==> src/rtl/output_accumulator.sv <==
// output_accumulator: sums up to BEATS unsigned words per frame and holds the
// frame sum, word count and clamp flag until the consumer takes them.
//
// Ports:
//   clk, rst                 - clock, synchronous active-high reset
//   in_valid/in_ready        - upstream word handshake
//   in_data, in_last         - upstream word and end-of-frame marker
//   out_valid/out_ready      - result handshake toward the consumer
//   out_data, out_count      - frame sum and number of words in the frame
//   out_sat                  - frame sum was clamped to all-ones
//
// Build option: define OUTPUT_ACCUMULATOR_SATURATE_EN to clamp on overflow;
// otherwise the sum wraps and out_sat is always 0.
module output_accumulator #(
    parameter int DATA_W = 37,
    parameter int BEATS  = 4,
    parameter int SUM_W  = 40
) (
    input  logic              clk,
    input  logic              rst,
    input  logic              in_valid,
    output logic              in_ready,
    input  logic [DATA_W-1:0] in_data,
    input  logic              in_last,
    output logic              out_valid,
    input  logic              out_ready,
    output logic [SUM_W-1:0]  out_data,
    output logic [7:0]        out_count,
    output logic              out_sat
);

    typedef enum logic {
        ACCUM,
        DONE
    } state_e;

    state_e            state_q, state_d;
    logic [SUM_W-1:0]  acc_q, acc_d;
    logic [7:0]        cnt_q, cnt_d;
    logic              clamp_q, clamp_d;
    logic [SUM_W-1:0]  res_q, res_d;
    logic [7:0]        rcnt_q, rcnt_d;
    logic              rsat_q, rsat_d;

    logic [SUM_W:0]    sum_w;
    logic [SUM_W-1:0]  acc_next;
    logic [7:0]        cnt_inc;
    logic              accept;
    logic              close;
    logic              sat_now;

    // Datapath: one extra bit on the adder exposes the carry-out.
    always_comb begin
        sum_w   = {1'b0, acc_q} + {{(SUM_W + 1 - DATA_W){1'b0}}, in_data};
        cnt_inc = cnt_q + 8'd1;
        accept  = in_valid && (state_q == ACCUM);
        close   = in_last || (cnt_inc == 8'(BEATS));
`ifdef OUTPUT_ACCUMULATOR_SATURATE_EN
        // Once clamped, the accumulator stays all-ones until the frame ends.
        sat_now  = clamp_q | sum_w[SUM_W];
        acc_next = sat_now ? {SUM_W{1'b1}} : sum_w[SUM_W-1:0];
`else
        // clamp_q never leaves its reset value of 0 in this build.
        sat_now  = clamp_q;
        acc_next = sum_w[SUM_W-1:0];
`endif
    end

    always_comb begin
        state_d = state_q;
        acc_d   = acc_q;
        cnt_d   = cnt_q;
        clamp_d = clamp_q;
        res_d   = res_q;
        rcnt_d  = rcnt_q;
        rsat_d  = rsat_q;
        unique case (state_q)
            ACCUM: begin
                if (accept) begin
                    if (close) begin
                        res_d   = acc_next;
                        rcnt_d  = cnt_inc;
                        rsat_d  = sat_now;
                        acc_d   = '0;
                        cnt_d   = '0;
                        clamp_d = 1'b0;
                        state_d = DONE;
                    end else begin
                        acc_d   = acc_next;
                        cnt_d   = cnt_inc;
                        clamp_d = sat_now;
                    end
                end
            end
            DONE: begin
                if (out_ready) begin
                    state_d = ACCUM;
                end
            end
            default: state_d = ACCUM;
        endcase
    end

    always_ff @(posedge clk) begin
        if (rst) begin
            state_q <= ACCUM;
            acc_q   <= '0;
            cnt_q   <= '0;
            clamp_q <= 1'b0;
            res_q   <= '0;
            rcnt_q  <= '0;
            rsat_q  <= 1'b0;
        end else begin
            state_q <= state_d;
            acc_q   <= acc_d;
            cnt_q   <= cnt_d;
            clamp_q <= clamp_d;
            res_q   <= res_d;
            rcnt_q  <= rcnt_d;
            rsat_q  <= rsat_d;
        end
    end

    // Handshake flags decode straight from the state register.
    assign in_ready  = (state_q == ACCUM);
    assign out_valid = (state_q == DONE);
    assign out_data  = res_q;
    assign out_count = rcnt_q;
    assign out_sat   = rsat_q;

endmodule

==> config.mk <==
export PLATFORM = sky130hd
export DESIGN_NAME = output_accumulator
export DESIGN_NICKNAME = d
export VERILOG_FILES = /design/src/rtl/output_accumulator.sv
export SDC_FILE = /design/constraint.sdc
export NUM_CORES = 1
export LEC_CHECK = 0
export ABC_CLOCK_PERIOD_IN_PS = 4100
export CAP_MARGIN = 20
export CORE_MARGIN = 1
export CORE_UTILIZATION = 50
export CTS_CLUSTER_SIZE = 24
export DETAILED_ROUTE_END_ITERATION = 8
export MAX_ROUTING_LAYER = met4
export PLACE_DENSITY_LB_ADDON = 0.12
export SETUP_SLACK_MARGIN = 0.5
export SLEW_MARGIN = 20
export SYNTH_ARGS = -nofsm -noshare
export SYNTH_HDL_FRONTEND = slang
export SYNTH_SLANG_ARGS = --single-unit
==> constraint.sdc <==
create_clock -name clk -period 4.1 [get_ports clk]
set_clock_uncertainty 0.05 [all_clocks]
set_input_delay 0.82 -clock clk [delete_from_list [all_inputs] [get_ports clk]]
set_output_delay 0.82 -clock clk [all_outputs]
set_load 0.03 [all_outputs]
==> impl_metrics.json, run 1 <==
{
  "status": "complete, no violations",
  "power.density_nw_per_um2": 362,
  "ant_nets": 0,
  "grt_pass1_vias": 5018,
  "fp.dieW_um": 108,
  "n_antenna_cell": 0,
  "dr.pass1.iters": 4,
  "syn_avg_cell_area_um2": 8.19,
  "ys_seq_area_frac": 0.343,
  "grt_pass1_wl_um": 23400,
  "vias": 5260,
  "synth_common_cells": "97 x dfxtp_1, 88 x nand2_1, 65 x a21oi_1, 62 x nor2_1, 42 x clkbuf_1",
  "synthesis.nets": 773,
  "fmax_mhz": 288,
  "cts_buffers": 9,
  "gp_congestion": 0.899,
  "switchingPower_w": 0.000750,
  "crit_chain": "clkdlybuf4s50_1 -> ha_1 -> a21o_1 -> a31o_1 -> or4_1 -> nor3_1 -> o211ai_1 -> a31oi_1 -> o21bai_1 -> xnor2_1 -> o31ai_1",
  "setup_viol": 0,
  "initial_core_util": 0.518,
  "io_buffer_count": 91,
  "pwr-share-seq": 0.406,
  "viasPerCell": 5.84,
  "area.growth.synth_to_final_pct": 23.2,
  "arrival_ns": 3.63,
  "p_int_w": 0.00177,
  "nets": 837,
  "netSwitchingFraction": 0.297,
  "crit_slowest_cell": "or4_1",
  "antenna_found_initial": 0,
  "final_max_slew_viol_count": 0,
  "worstRegToRegCells": 8,
  "worstPathRequired_ns": 4.26,
  "cts_htree_levels": 3,
  "clock-sinks": 97,
  "synth_top_area_cell": "dfxtp_1",
  "ios": 93,
  "drive_gt1_frac": 0.0631,
  "grt.total_usage": 0.260,
  "tightest_slew_ns": 0.832,
  "finalCriticalPeriod_ns": 3.47,
  "grt_setup_unrepaired": "yes",
  "power.total_w": 0.00252,
  "drc": 0,
  "cts_root_buffer": "clkbuf_16",
  "netlist_area_um2": 5670,
  "synth_cell_types": 66,
  "worstSetupPathType": "primary input to flip-flop",
  "start_kind": "primary input",
  "hold_buffers": 0,
  "timing.max_cap.violations": 0,
  "p_comb_frac": 0.244,
  "hold_viol_final": 0,
  "yosysWarnings": 0,
  "cts_tree": "built",
  "use_met3": 0.0398,
  "grt_busiest_layer": "met2",
  "gr-usage-met1": 0.329,
  "rows": 38,
  "timing.slew.headroom": 0.444,
  "synth_top_area_frac": 0.343,
  "cts_buffer_depth": 2,
  "worst_setup_path_end_kind": "flip-flop",
  "drt-initial-drc-count": 236,
  "power.leakage_nw": 2.95,
  "clockPowerShare": 0.350,
  "overflow": 0,
  "synth_area_leaders": "dfxtp_1 34%, ha_1 8.4%, nand2_1 5.8%, a21oi_1 5.7%, a21o_1 4.4%",
  "totalWireLength_um": 14200,
  "whs_path_depth": 2,
  "clock_latency_ns": 0.35,
  "dieArea_um2": 11800,
  "grt_max_degree": 74,
  "holdCritPathClass": "flip-flop to flip-flop",
  "wire_per_inst_um": 15.8,
  "synthArstFlopShare": 0,
  "postSynthCellCount": 692,
  "path_clk_slew_ns": 0.06,
  "fin_crit_sh": 0.847,
  "worst-path-max-fanout": 6,
  "yosysMostFrequentCell": "dfxtp_1",
  "cpPeakStageDelay_ns": 0.47,
  "synthFlopType": "dfxtp_1",
  "synth_seq_cells": 97,
  "core_um2": 10900,
  "synth_edf_count": 0,
  "peakVddDrop_mv": 0.196,
  "hpwl_um": 10000,
  "die_h_um": 108,
  "fin_tns_setup_ns": 0,
  "grt_use_met2": 0.409
}
-- power groups by stage --
stage                     registers, W  logic, W  clock network (W)
final                          0.00103  0.000616           0.000882
after CTS                      0.00103  0.000612           0.000899
after global placement         0.00105  0.000600                  0
after floorplan                0.00110  0.000356                  0
after global routing           0.00103  0.000674           0.000937
after detailed placement       0.00105  0.000608                  0
-- layout make-up --
type / count / area, µm²
sequential: 97 / 1940
tap: 140 / 175
fill: 994 / 3960
clock inverter: 2 / 35.0
multi-input combinational: 537 / 3530
inverter: 9 / 33.8
timing repair buffer: 102 / 988
clock buffer: 14 / 274
-- worst paths after layout --
check	slack, ns	startpoint	end
worst max-delay path	0.63	in_data[10]	out_data[31]
worst max register to register	1.18	cnt_q[0]	out_data[32]
worst min-delay path	0.40	acc_q[33]	acc_q[33]
worst min register to register	0.40	acc_q[33]	acc_q[33]
-- worst max-delay path: cells and delay by family --
| kind | cells | cell delay (ns) |
|---|---|---|
| AND/OR/NAND/NOR | 2 | 0.71 |
| XOR/XNOR | 1 | 0.20 |
| AO/OA/AOI/OAI | 6 | 1.09 |
| buffers and inverters | 1 | 0.42 |
| adder cells (fa/ha/maj) | 1 | 0.38 |
-- what timing repair did --
item | CTS | global route
buffers inserted | 0 | 1
setup endpoints to repair | 0 | 13
gates resized for setup | 0 | 4
-- routing by layer --
layer / part of all wire / vias up
met5: 0 / -
met4: 0.021 / 0
met3: 0.045 / 26
met2: 0.47 / 132
met1: 0.46 / 2474
li1: - / 2628
-- through the flow --
stage | util | instances | cell area, µm² | hold slack, ns | setup WS [ns]
2_1_floorplan | - | 692 | 5670 | 0.379 | 0.934
3_3_place_gp | 0.608 | 884 | 6650 | 0.391 | 0.212
3_5_place_dp | 0.608 | 884 | 6650 | 0.394 | 0.158
4_1_cts | 0.636 | 900 | 6960 | 0.403 | 0.514
5_1_grt | 0.638 | 901 | 6980 | 0.426 | 0.483
6_report | 0.638 | 901 | 6980 | 0.401 | 0.629
-- sequential cells by signal, summed over array words and instances (netlist names) --
register / flops
cnt_q: 8
acc_q: 40
out_data: 40
out_valid: 1
out_count: 8
-- kinds of logic (layout without fill, tap and decap cells) --
group,count (synthesis),after routing,share of synthesized area
and+or+nand+nor,230,230,0.189
AOI/OAI and AO/OA,226,226,0.276
DFF,97,97,0.343
buffers and inverters,58,127,0.0406
adders and majority gates,39,39,0.0874
xor gates and xnor gates,39,39,0.0603
muxes,2,2,0.00353
other,1,1,0.000662
-- layout by cell type (no fill, tap or decap), types with 3 or more instances in the layout --
master	synthesis	final
nor2_1	62	61
buf_4	2	11
o21ai_1	8	7
ha_1	38	38
o31ai_1	3	3
nor3b_1	4	4
a211oi_1	10	10
clkbuf_8	0	3
o211ai_1	4	4
nand4_1	11	11
xor2_1	13	13
clkdlybuf4s50_1	0	90
a22oi_1	20	20
a21oi_1	65	64
clkbuf_16	0	9
and3_1	7	7
nand3b_1	4	4
or3_1	4	4
a211o_1	4	4
a21o_1	33	33
nor2b_1	5	5
o21ai_0	20	19
inv_1	9	9
dfxtp_1	97	97
a22o_1	16	16
nor3_1	17	16
nand2_1	88	88
nand3_1	8	8
nand2b_1	9	9
o21bai_1	3	3
xnor2_1	26	26
a21oi_2	4	5
a31oi_1	9	9
Note: power is estimated with default switching activity, not from simulation.
==> run 2, diff against run 1 <==
--- a/config.mk
+++ b/config.mk
@@ -5,10 +5,10 @@
 export SDC_FILE = /design/constraint.sdc
 export NUM_CORES = 1
 export LEC_CHECK = 0
-export ABC_CLOCK_PERIOD_IN_PS = 4100
+export ABC_CLOCK_PERIOD_IN_PS = 2900
 export CAP_MARGIN = 20
 export CORE_MARGIN = 1
-export CORE_UTILIZATION = 50
+export CORE_UTILIZATION = 49
 export CTS_CLUSTER_SIZE = 24
 export DETAILED_ROUTE_END_ITERATION = 8
 export MAX_ROUTING_LAYER = met4
==> constraint.sdc (replaced) <==
create_clock -name clk -period 2.9 [get_ports clk]
set_clock_uncertainty 0.05 [all_clocks]
set_input_delay 0.58 -clock clk [delete_from_list [all_inputs] [get_ports clk]]
set_output_delay 0.58 -clock clk [all_outputs]
set_load 0.03 [all_outputs]
==> impl_metrics.json, run 2 (synthesized netlist as in run 1, its figures left out) <==
{
  "die_h_um": 110,
  "antenna_found_initial": 0,
  "worst_setup_path_end_kind": "flip-flop",
  "holdCritPathClass": "flip-flop to flip-flop",
  "worstSetupPathType": "flip-flop to flip-flop",
  "cts_tree": "built",
  "layout_common_cells": "125 x buf_4, 87 x dfxtp_1, 84 x nand2_1",
  "initial_core_util": 0.514,
  "p_comb_frac": 0.336,
  "ant_nets": 0,
  "start_kind": "flip-flop",
  "p_int_w": 0.00278,
  "power.leakage_nw": 4.00,
  "peakVddDrop_mv": 0.368,
  "tightest_slew_ns": 0.620,
  "hpwl_um": 11800,
  "grt_max_degree": 82,
  "setup_viol": 0,
  "multi_input_area_um2": 4590,
  "dieArea_um2": 12000,
  "worstPathRequired_ns": 3.11,
  "clockPowerShare": 0.309,
  "rows": 38,
  "cts_root_buffer": "clkbuf_16",
  "gp_congestion": 0.898,
  "n_antenna_cell": 0,
  "cts_htree_levels": 3,
  "netSwitchingFraction": 0.328,
  "stdcell_area_um2": 9290,
  "timing.max_cap.violations": 0,
  "cts_buffers": 9,
  "grt_pass1_wl_um": 29800,
  "grt.total_usage": 0.331,
  "io_buffer_count": 91,
  "place_ws_ns": -0.525,
  "path_clk_slew_ns": 0.07,
  "cts_buffer_depth": 2,
  "drc": 0,
  "core_um2": 11000,
  "status": "complete, no violations",
  "fp.dieW_um": 110,
  "grt_setup_unrepaired": "yes",
  "fmax_mhz": 348,
  "totalWireLength_um": 21400,
  "hold_buffers": 0,
  "area.growth.synth_to_final_pct": 63.9,
  "mostFrequentLayoutCell": "buf_4",
  "drt-initial-drc-count": 561,
  "fin_crit_sh": 0.991,
  "cpPeakStageDelay_ns": 0.36,
  "final_max_slew_viol_count": 0,
  "crit_chain": "ha_4 -> a21oi_2 -> nand4b_1 -> buf_4 -> a21boi_4 -> a21bo_2 -> a21o_1 -> a21o_1 -> a31oi_4 -> buf_4 -> buf_4 -> xor2_1 -> o21ai_1",
  "hold_viol_final": 0,
  "drive_gt1_frac": 0.370,
  "worst-path-max-fanout": 3,
  "vias": 6514,
  "final-seq-area_um2": 1960,
  "overflow": 0,
  "timing.slew.headroom": 0.585,
  "switchingPower_w": 0.00136,
  "grt_pass1_vias": 6286,
  "path_common_cell": "buf_4",
  "wire_per_inst_um": 20.5,
  "crit_slowest_cell": "dfxtp_4",
  "clock-sinks": 97,
  "viasPerCell": 6.22,
  "arrival_ns": 3.08,
  "layout_setup_ws_ns": 0.0259,
  "nets": 983,
  "fillers": 589,
  "power.density_nw_per_um2": 445,
  "finalCriticalPeriod_ns": 2.87,
  "pwr-share-seq": 0.354,
  "ios": 93,
  "clock_latency_ns": 0.37,
  "dr.pass1.iters": 5,
  "dpl_cell_area_um2": 7630
}
run 2: cell count changes in the layout (fill, tap and decap cells not counted), sizes merged:
cell           previous run  this run
clkdlybuf4s15             0         4
dlygate4sd2               0        13
buf                      12       167
clkinv                    1         2
clkbuf                   14        13
clkdlybuf4s50            90        62
clkinvlp                  0         1
dlymetal6s2s              0         1
run 2: final cells by class:
type / instances / share of cell area
inverter: 9 / 0.00364
tap: 140 / 0.0189
multi-input combinational: 537 / 0.494
clock buffer: 12 / 0.0276
sequential: 97 / 0.211
clock inverter: 4 / 0.00552
timing repair buffer: 248 / 0.239
run 2: final timing paths:
check / start / end / slack (ns) / depth (start not counted)
min reg2reg: out_data[21] / out_data[21] / 0.40 / 2
max reg2reg: acc_q[1] / acc_q[11] / 0.03 / 13
min: out_data[21] / out_data[21] / 0.40 / 2
max: acc_q[1] / acc_q[11] / 0.03 / 13
run 2: per-layer routing:
metal | GRT usage | vias to the layer above | part of all wire
met1 | 0.359 | 3198 | 0.37
met3 | 0.0462 | 93 | 0.058
met2 | 0.590 | 314 | 0.52
met5 | - | - | 0
li1 | - | 2909 | -
met4 | 0.169 | 0 | 0.048
run 2: timing repair:
action                                  in CTS  in global routing
pin swaps                                  115                 73
resized for setup                          165                 78
endpoints found under the setup margin      73                 82
setup buffers                               36                 18
cloned                                       0                  1
run 2: critical path: cells and delay by family, from the launching register on:
kind,cells,cell delay [ns]
and+or+nand+nor,1,0.34
buffers and inverters,3,0.54
adders and majority gates,1,0.26
AOI/OAI and AO/OA,7,1.04
xor gates and xnor gates,1,0.16
DFF,1,0.36
run 2: power groups by stage:
stage          combinational, W  sequential, W  clock (W)
3_5_place_dp            0.00104        0.00149          0
2_1_floorplan          0.000551        0.00156          0
4_1_cts                 0.00119        0.00146    0.00126
3_3_place_gp            0.00102        0.00148          0
6_report                0.00139        0.00146    0.00128
5_1_grt                 0.00146        0.00147    0.00133
run 2: through the flow:
step / power [W] / hold WS (ns) / setup TNS [ns] / std cells / utilization
6_report: 0.00413 / 0.403 / 0 / 1047 / 0.842
5_1_grt: 0.00427 / 0.431 / -0.176 / 1047 / 0.842
4_1_cts: 0.00391 / 0.406 / 0 / 1028 / 0.789
3_5_place_dp: 0.00253 / 0.397 / -17.82 / 976 / 0.692
3_3_place_gp: 0.00250 / 0.391 / -15.07 / 976 / 0.692
2_1_floorplan: 0.00211 / 0.379 / 0 / 692 / -
==> run 3, diff against run 2 <==
--- a/config.mk
+++ b/config.mk
@@ -9,12 +9,11 @@
 export CAP_MARGIN = 20
 export CORE_MARGIN = 1
 export CORE_UTILIZATION = 49
-export CTS_CLUSTER_SIZE = 24
 export DETAILED_ROUTE_END_ITERATION = 8
 export MAX_ROUTING_LAYER = met4
 export PLACE_DENSITY_LB_ADDON = 0.12
 export SETUP_SLACK_MARGIN = 0.5
-export SLEW_MARGIN = 20
+export SLEW_MARGIN = 15
 export SYNTH_ARGS = -nofsm -noshare
 export SYNTH_HDL_FRONTEND = slang
 export SYNTH_SLANG_ARGS = --single-unit
==> results of run 3 <==
Final layout, timing and power as in run 2 (identical DEF).
